[config.mk]
export PLATFORM = sky130hd
export DESIGN_NAME = thread_fetch
export DESIGN_NICKNAME = d
export VERILOG_FILES = /design/src/rtl/arya_pkg.sv /design/src/rtl/rr_thread_arbiter.sv /design/src/rtl/thread_fetch.sv
export SDC_FILE = /design/constraint.sdc
export NUM_CORES = 1
export LEC_CHECK = 0
export ABC_AREA = 1
export ABC_CLOCK_PERIOD_IN_PS = 5700
export BUFFER_PORTS_ARGS = -buffer_cell sky130_fd_sc_hd__buf_2
export CORE_ASPECT_RATIO = 2
export CORE_MARGIN = 1
export CORE_UTILIZATION = 45
export CTS_CLUSTER_DIAMETER = 150
export DETAILED_ROUTE_END_ITERATION = 12
export GPL_TIMING_DRIVEN = 0
export PLACE_DENSITY = 0.66
export SLEW_MARGIN = 0
export SYNTH_ARGS = -nofsm -noshare
export SYNTH_HDL_FRONTEND = slang
export SYNTH_SLANG_ARGS = --single-unit
[constraint.sdc]
create_clock -name clk -period 5.7 [get_ports clk]
set_clock_uncertainty 0.1 [all_clocks]
set_input_delay 0 -clock clk [delete_from_list [all_inputs] [get_ports clk]]
set_output_delay 0 -clock clk [all_outputs]
set_load 0.02 [all_outputs]
[src/rtl/arya_pkg.sv]
// Shared constants for the barrel-threaded fetch front end.
// Latency: n/a (constants only).
// Backpressure: n/a.
//
// Provides the default instruction address width, thread id width,
// derived thread count and the reset PC used by thread_fetch and
// rr_thread_arbiter.
package arya_pkg;

  localparam int INST_ADDR_WIDTH_DEF = 9;
  localparam int THREAD_BITS_DEF     = 2;
  localparam int NUM_THREADS         = 2 ** THREAD_BITS_DEF;
  localparam int RESET_PC_DEF        = 0;

endpackage

[src/rtl/rr_thread_arbiter.sv]
// Round-robin thread picker: first active thread after tp, wrapping.
// Latency: purely combinational.
// Backpressure: none; the caller decides whether to consume the pick.
//
// Ports:
//   tp          - thread issued last
//   mask        - one bit per thread, 1 = eligible
//   next_thread - selected thread (0 when none eligible)
//   any_valid   - at least one thread is eligible
module rr_thread_arbiter
  import arya_pkg::*;
#(
  parameter int THREAD_BITS = THREAD_BITS_DEF
) (
  input  logic [THREAD_BITS-1:0]      tp,
  input  logic [(2**THREAD_BITS)-1:0] mask,
  output logic [THREAD_BITS-1:0]      next_thread,
  output logic                        any_valid
);

  localparam int N_THR = 2 ** THREAD_BITS;

  logic [THREAD_BITS-1:0] cand;

  // Scan tp+1 .. tp+N_THR; the last candidate wraps back to tp itself,
  // so a single active thread is re-issued every cycle.
  always_comb begin
    next_thread = '0;
    any_valid   = 1'b0;
    cand        = '0;
    for (int i = 1; i <= N_THR; i++) begin
      cand = tp + THREAD_BITS'(i);
      if (!any_valid && mask[cand]) begin
        next_thread = cand;
        any_valid   = 1'b1;
      end
    end
  end

endmodule

[src/rtl/thread_fetch.sv]
// Barrel-threaded fetch: one PC per thread, round-robin issue, branch redirect.
// Latency: one cycle from select to registered pc_out/thread_id_out/fetch_valid_out.
// Backpressure: en=0 stalls and holds all outputs and state; redirects still land.
//
// Ports:
//   clk, reset       - single clock, synchronous active-high reset
//   en               - advance enable (low = stall)
//   branch_taken_in  - redirect PC[branch_thread_in] to branch_pc_in+branch_offset_in
//   branch_thread_in, branch_pc_in, branch_offset_in (signed)
//   pc_out, thread_id_out, fetch_valid_out - registered fetch request
//   thread_active_in - per-thread eligibility, present only with THREAD_MASK_EN
//
// Optional feature macro: THREAD_MASK_EN (adds thread_active_in; without it
// every thread is always eligible).
module thread_fetch
  import arya_pkg::*;
#(
  parameter int INST_ADDR_WIDTH = INST_ADDR_WIDTH_DEF,
  parameter int THREAD_BITS     = THREAD_BITS_DEF,
  parameter int RESET_PC        = RESET_PC_DEF
) (
  input  logic                       clk,
  input  logic                       reset,
  input  logic                       en,
  input  logic                       branch_taken_in,
  input  logic [THREAD_BITS-1:0]     branch_thread_in,
  input  logic [INST_ADDR_WIDTH-1:0] branch_pc_in,
  input  logic [INST_ADDR_WIDTH-1:0] branch_offset_in,
  output logic [INST_ADDR_WIDTH-1:0] pc_out,
  output logic [THREAD_BITS-1:0]     thread_id_out,
  output logic                       fetch_valid_out
`ifdef THREAD_MASK_EN
  ,
  input  logic [(2**THREAD_BITS)-1:0] thread_active_in
`endif
);

  localparam int N_THR = 2 ** THREAD_BITS;

  logic [INST_ADDR_WIDTH-1:0] pc_q [N_THR];
  logic [THREAD_BITS-1:0]     tp_q;
  logic [N_THR-1:0]           active;
  logic [THREAD_BITS-1:0]     sel;
  logic                       sel_vld;
  logic [INST_ADDR_WIDTH-1:0] branch_target;

`ifdef THREAD_MASK_EN
  assign active = thread_active_in;
`else
  assign active = '1;
`endif

  // Offset is two's complement at full PC width, so a plain modular add
  // gives the sign-extended, truncated target.
  assign branch_target = branch_pc_in + branch_offset_in;

  rr_thread_arbiter #(
    .THREAD_BITS (THREAD_BITS)
  ) u_arb (
    .tp          (tp_q),
    .mask        (active),
    .next_thread (sel),
    .any_valid   (sel_vld)
  );

  always_ff @(posedge clk) begin
    if (reset) begin
      for (int i = 0; i < N_THR; i++) begin
        pc_q[i] <= INST_ADDR_WIDTH'(RESET_PC);
      end
      tp_q            <= THREAD_BITS'(N_THR - 1);
      pc_out          <= '0;
      thread_id_out   <= '0;
      fetch_valid_out <= 1'b0;
    end else begin
      if (en) begin
        if (sel_vld) begin
          pc_out          <= pc_q[sel];
          thread_id_out   <= sel;
          fetch_valid_out <= 1'b1;
          tp_q            <= sel;
          pc_q[sel]       <= pc_q[sel] + 1'b1;
        end else begin
          fetch_valid_out <= 1'b0;
        end
      end
      // Placed after the increment so the redirect wins when both hit
      // the same thread in one cycle.
      if (branch_taken_in) begin
        pc_q[branch_thread_in] <= branch_target;
      end
    end
  end

endmodule

==> results by group <==
STA
  – RSZ-0062 raised after global routing: no
  – Slew at the pin with the worst max-slew slack: 0.932 ns
  – Post-route minimum period: 2.60 ns
  – Fin crit share: 45.6%
  – Relative slew slack: between 30% and 40%
  – Fin Hold WS: 0.0969 ns
  – Setup TNS: 0 ns
  – Slew Limit Fails: 0
  – Setup-failing EPs final: 0
  – Hold Violations, Final: 0
  – Fmax: 385 MHz

Critical path
  – Crit-path max cell delay: 0.62 ns
  – Crit path max fanout: 9
  – Worst path cell trace: dlygate4sd3_1 > buf_2 > inv_2 > nand2_2 > nor3_2 > inv_1 > o211ai_1
  – Worst Path Arrival: 2.42 ns
  – Slowest-stage cell, CP: nor3_2
  – Required time of the critical path: ~5.5 ns
  – CP startpoint kind: input port
  – CP endpoint kind: flip-flop
  – WS Path Type: in2reg

Detailed routing
  – Detailed-route via count: 2810
  – Remaining antenna violation count: 0
  – DRC: 0
  – Routed WL: 7990 um
  – Drt via density: 5.25
  – Drt first pass iters: 4
  – Post-DR wirelength/cell: between 10 and 15 um
  – Iteration-0 DRC Markers: between 150 and 200

Placement
  – HPWL after detailed placement: 6470 um
  – I/O Buffers: 35
  – Gpl congestion: a little under 0.9

Clocking
  – Clock sinks: 50
  – Clock Path Buffers: 2
  – Clock insertion delay at the later pin of the skew report: slightly below 0.3 ns
  – H-Tree Level Count: 2
  – Cells resized by post-CTS repair: 0
  – CTS Hold Bufs: 2
  – Clock-pin slew on the worst setup and hold paths: 0.06 ns
  – CTS tree: yes
  – Total CTS buffers: 5
  – Post-CTS Setup Inserts: 0
  – Root buf cell: clkbuf_16

Run
  – Max Cap Viol: 0

Synth
  – Compound-Gate Fraction of Synth Area: 8.93%
  – Post-Synthesis Cells: 402
  – Netlist cell types: 30
  – Syn_nets: 436
  – Share of the yosys chip area belonging to registers: 43.6%
  – Mux cell area share after synthesis: 0%
  – YS warnings: 0
  – Cell Area, Synth: approximately 0.0031 mm^2
  – Fraction of the mapped netlist area in adder cells: under 10%
  – Number of synthesized register bits: 50
  – Main combinational cell family by area after synthesis: simple AND/OR/NAND/NOR gates
  – Mean Syn Cell Area: 7.77 um^2
  – Simple-Gate Fraction of Synth Area: 33.8%
  – Xor and xnor area share after synthesis: 1.40%

Layout
  – Antenna cells: 0
  – Nets: 480
  – Area Overhead vs Synth: 15.1%
  – Share of cells above drive strength 1: 17.7%
  – Commonest non-fill, non-tap cell in the layout: nand2_1
  – Fillers: 672
  – Commonest cells after routing, fill and taps aside: 136 x nand2_1, 48 x nand3_1, 44 x inv_1

Floorplan
  – Num rows: 42
  – Core region area: between 0.006 and 0.007 mm^2
  – Initial core utilization: 46.8%
  – Die W: 60.9 um
  – Die Area: 0.00730 mm^2
  – I/O pins: 36
  – Die H: 120 um

Power
  – Pint: 699 uW
  – Logic pwr share: 22.1%
  – Psw: 290 uW
  – Flop pwr share: a little over two fifths
  – Clk pwr share: 34.0%
  – Pwr/cell area: 275 mW/mm^2
  – P_leak: 0.00171 uW
  – Switching part of the total: 29.3%
  – Peak supply drop: approximately 0.00012 V

Global route
  – Busiest grt layer: met2
  – Initial antenna violation count: 0
  – Met2 Track Usage GR: between 40% and 50%
  – Grt met3 use: 3.88%
  – Vias in the first global route: 2818
  – First-pass GRT wire length: 13100 um
  – Largest net degree at the start of global routing: 16
  – Global route overflow: 0
  – Met1 Use GR: 24.0%
  – Total global-route track usage: 25.1%

Worst hold path
  – HP Class: in2reg

Run status
  – Status: complete, no violations
cell usage after synthesis:
| master | count | area [um^2] |
|---|---|---|
| nor2_2 | 12 | 75.1 |
| buf_6 | 4 | 45.0 |
| nand3_2 | 2 | 20.0 |
| o211ai_1 | 9 | 67.6 |
| o22ai_1 | 16 | 100 |
| nand3b_1 | 1 | 7.51 |
| nand2_1 | 136 | 510 |
| nor3_2 | 4 | 40.0 |
| nand2_4 | 1 | 11.3 |
| nor2_1 | 20 | 75.1 |
| ha_1 | 9 | 113 |
| nor2_4 | 3 | 33.8 |
| a21oi_1 | 9 | 45.0 |
| o21ai_0 | 7 | 35.0 |
| clkbuf_1 | 3 | 11.3 |
| inv_4 | 3 | 18.8 |
| nand2_2 | 5 | 31.3 |
| fa_1 | 1 | 20.0 |
| nand4_1 | 1 | 6.26 |
| inv_2 | 3 | 11.3 |
| a31oi_1 | 1 | 6.26 |
| xor2_1 | 2 | 17.5 |
| inv_1 | 44 | 165 |
| nand3_1 | 48 | 240 |
| xnor2_1 | 3 | 26.3 |
| dfxtp_1 | 14 | 280 |
| o21ai_1 | 2 | 10.0 |
| edfxtp_1 | 36 | 1080 |
| a21o_1 | 2 | 15.0 |
| nor3_1 | 1 | 5.00 |
final timing paths:
check                            endpoint                    startpoint  slack [ns]  cells after the start
min                  pc_q[1][3]$_DFFE_PP_           branch_thread_in[1]         0.1                      4
min reg2reg  fetch_valid_out$_SDFFE_PP0P_  fetch_valid_out$_SDFFE_PP0P_        0.37                      2
max                  pc_q[3][0]$_DFFE_PP_                         reset        3.10                      7
max reg2reg          pc_q[2][2]$_DFFE_PP_          tp_q[1]$_SDFFE_PP1P_        3.28                     13
critical path: cells and delay by family:
family	cells	cell delay, ns
buffers and inverters	4	1.16
AND/OR/NAND/NOR	2	0.75
AO/OA/AOI/OAI	1	0.51
cells by family after synthesis:
family | Yosys count
XOR/XNOR | 5
AND/OR/NAND/NOR | 234
flip-flops | 50
buffers and inverters | 57
AO/OA/AOI/OAI | 46
adder cells (fa/ha/maj) | 10
layer usage:
metal,vias up,share of wire [%]
li1,1423,-
met1,1250,34
met2,109,57
met3,28,4.3
met4,0,4.7
met5,-,0
state kept, by name, indices dropped and copies added, names as in the netlist:
name and flops:
pc_q 36, pc_out 9, thread_id_out 2, tp_q 2, fetch_valid_out 1
per-stage QoR:
step / cells / worst slack [ns] / power (uW) / instance area (um^2) / util (%)
detailed placement: 525 / 3.36 / 657 / 3410 / 51.1
global route: 535 / 3.02 / 1040 / 3600 / 53.9
CTS: 535 / 3.15 / 994 / 3600 / 53.9
floorplan: 402 / 3.82 / 595 / 3120 / -
global placement: 525 / 3.38 / 653 / 3410 / 51.1
finish: 535 / 3.10 / 990 / 3600 / 53.9
layout make-up:
type / count / area, um^2 / area share [%]
Clock inverter: 2 / 37.5 / 1.04
Timing Repair Buffer: 37 / 195 / 5.43
Multi-Input combinational cell: 295 / 1510 / 42.0
Buffer: 7 / 56.3 / 1.57
Sequential cell: 50 / 1360 / 37.9
Inverter: 50 / 195 / 5.43
Clock buffer: 6 / 129 / 3.58
Tap cell: 88 / 110 / 3.06
power by group through the flow:
stage | logic, uW | registers, uW | clock network (uW)
2_1_floorplan | 148 | 447 | 0
3_3_place_gp | 212 | 441 | 0
3_5_place_dp | 216 | 442 | 0
4_1_cts | 218 | 434 | 342
5_1_grt | 246 | 436 | 357
6_report | 219 | 434 | 337
(Power assumes the default switching activity.)
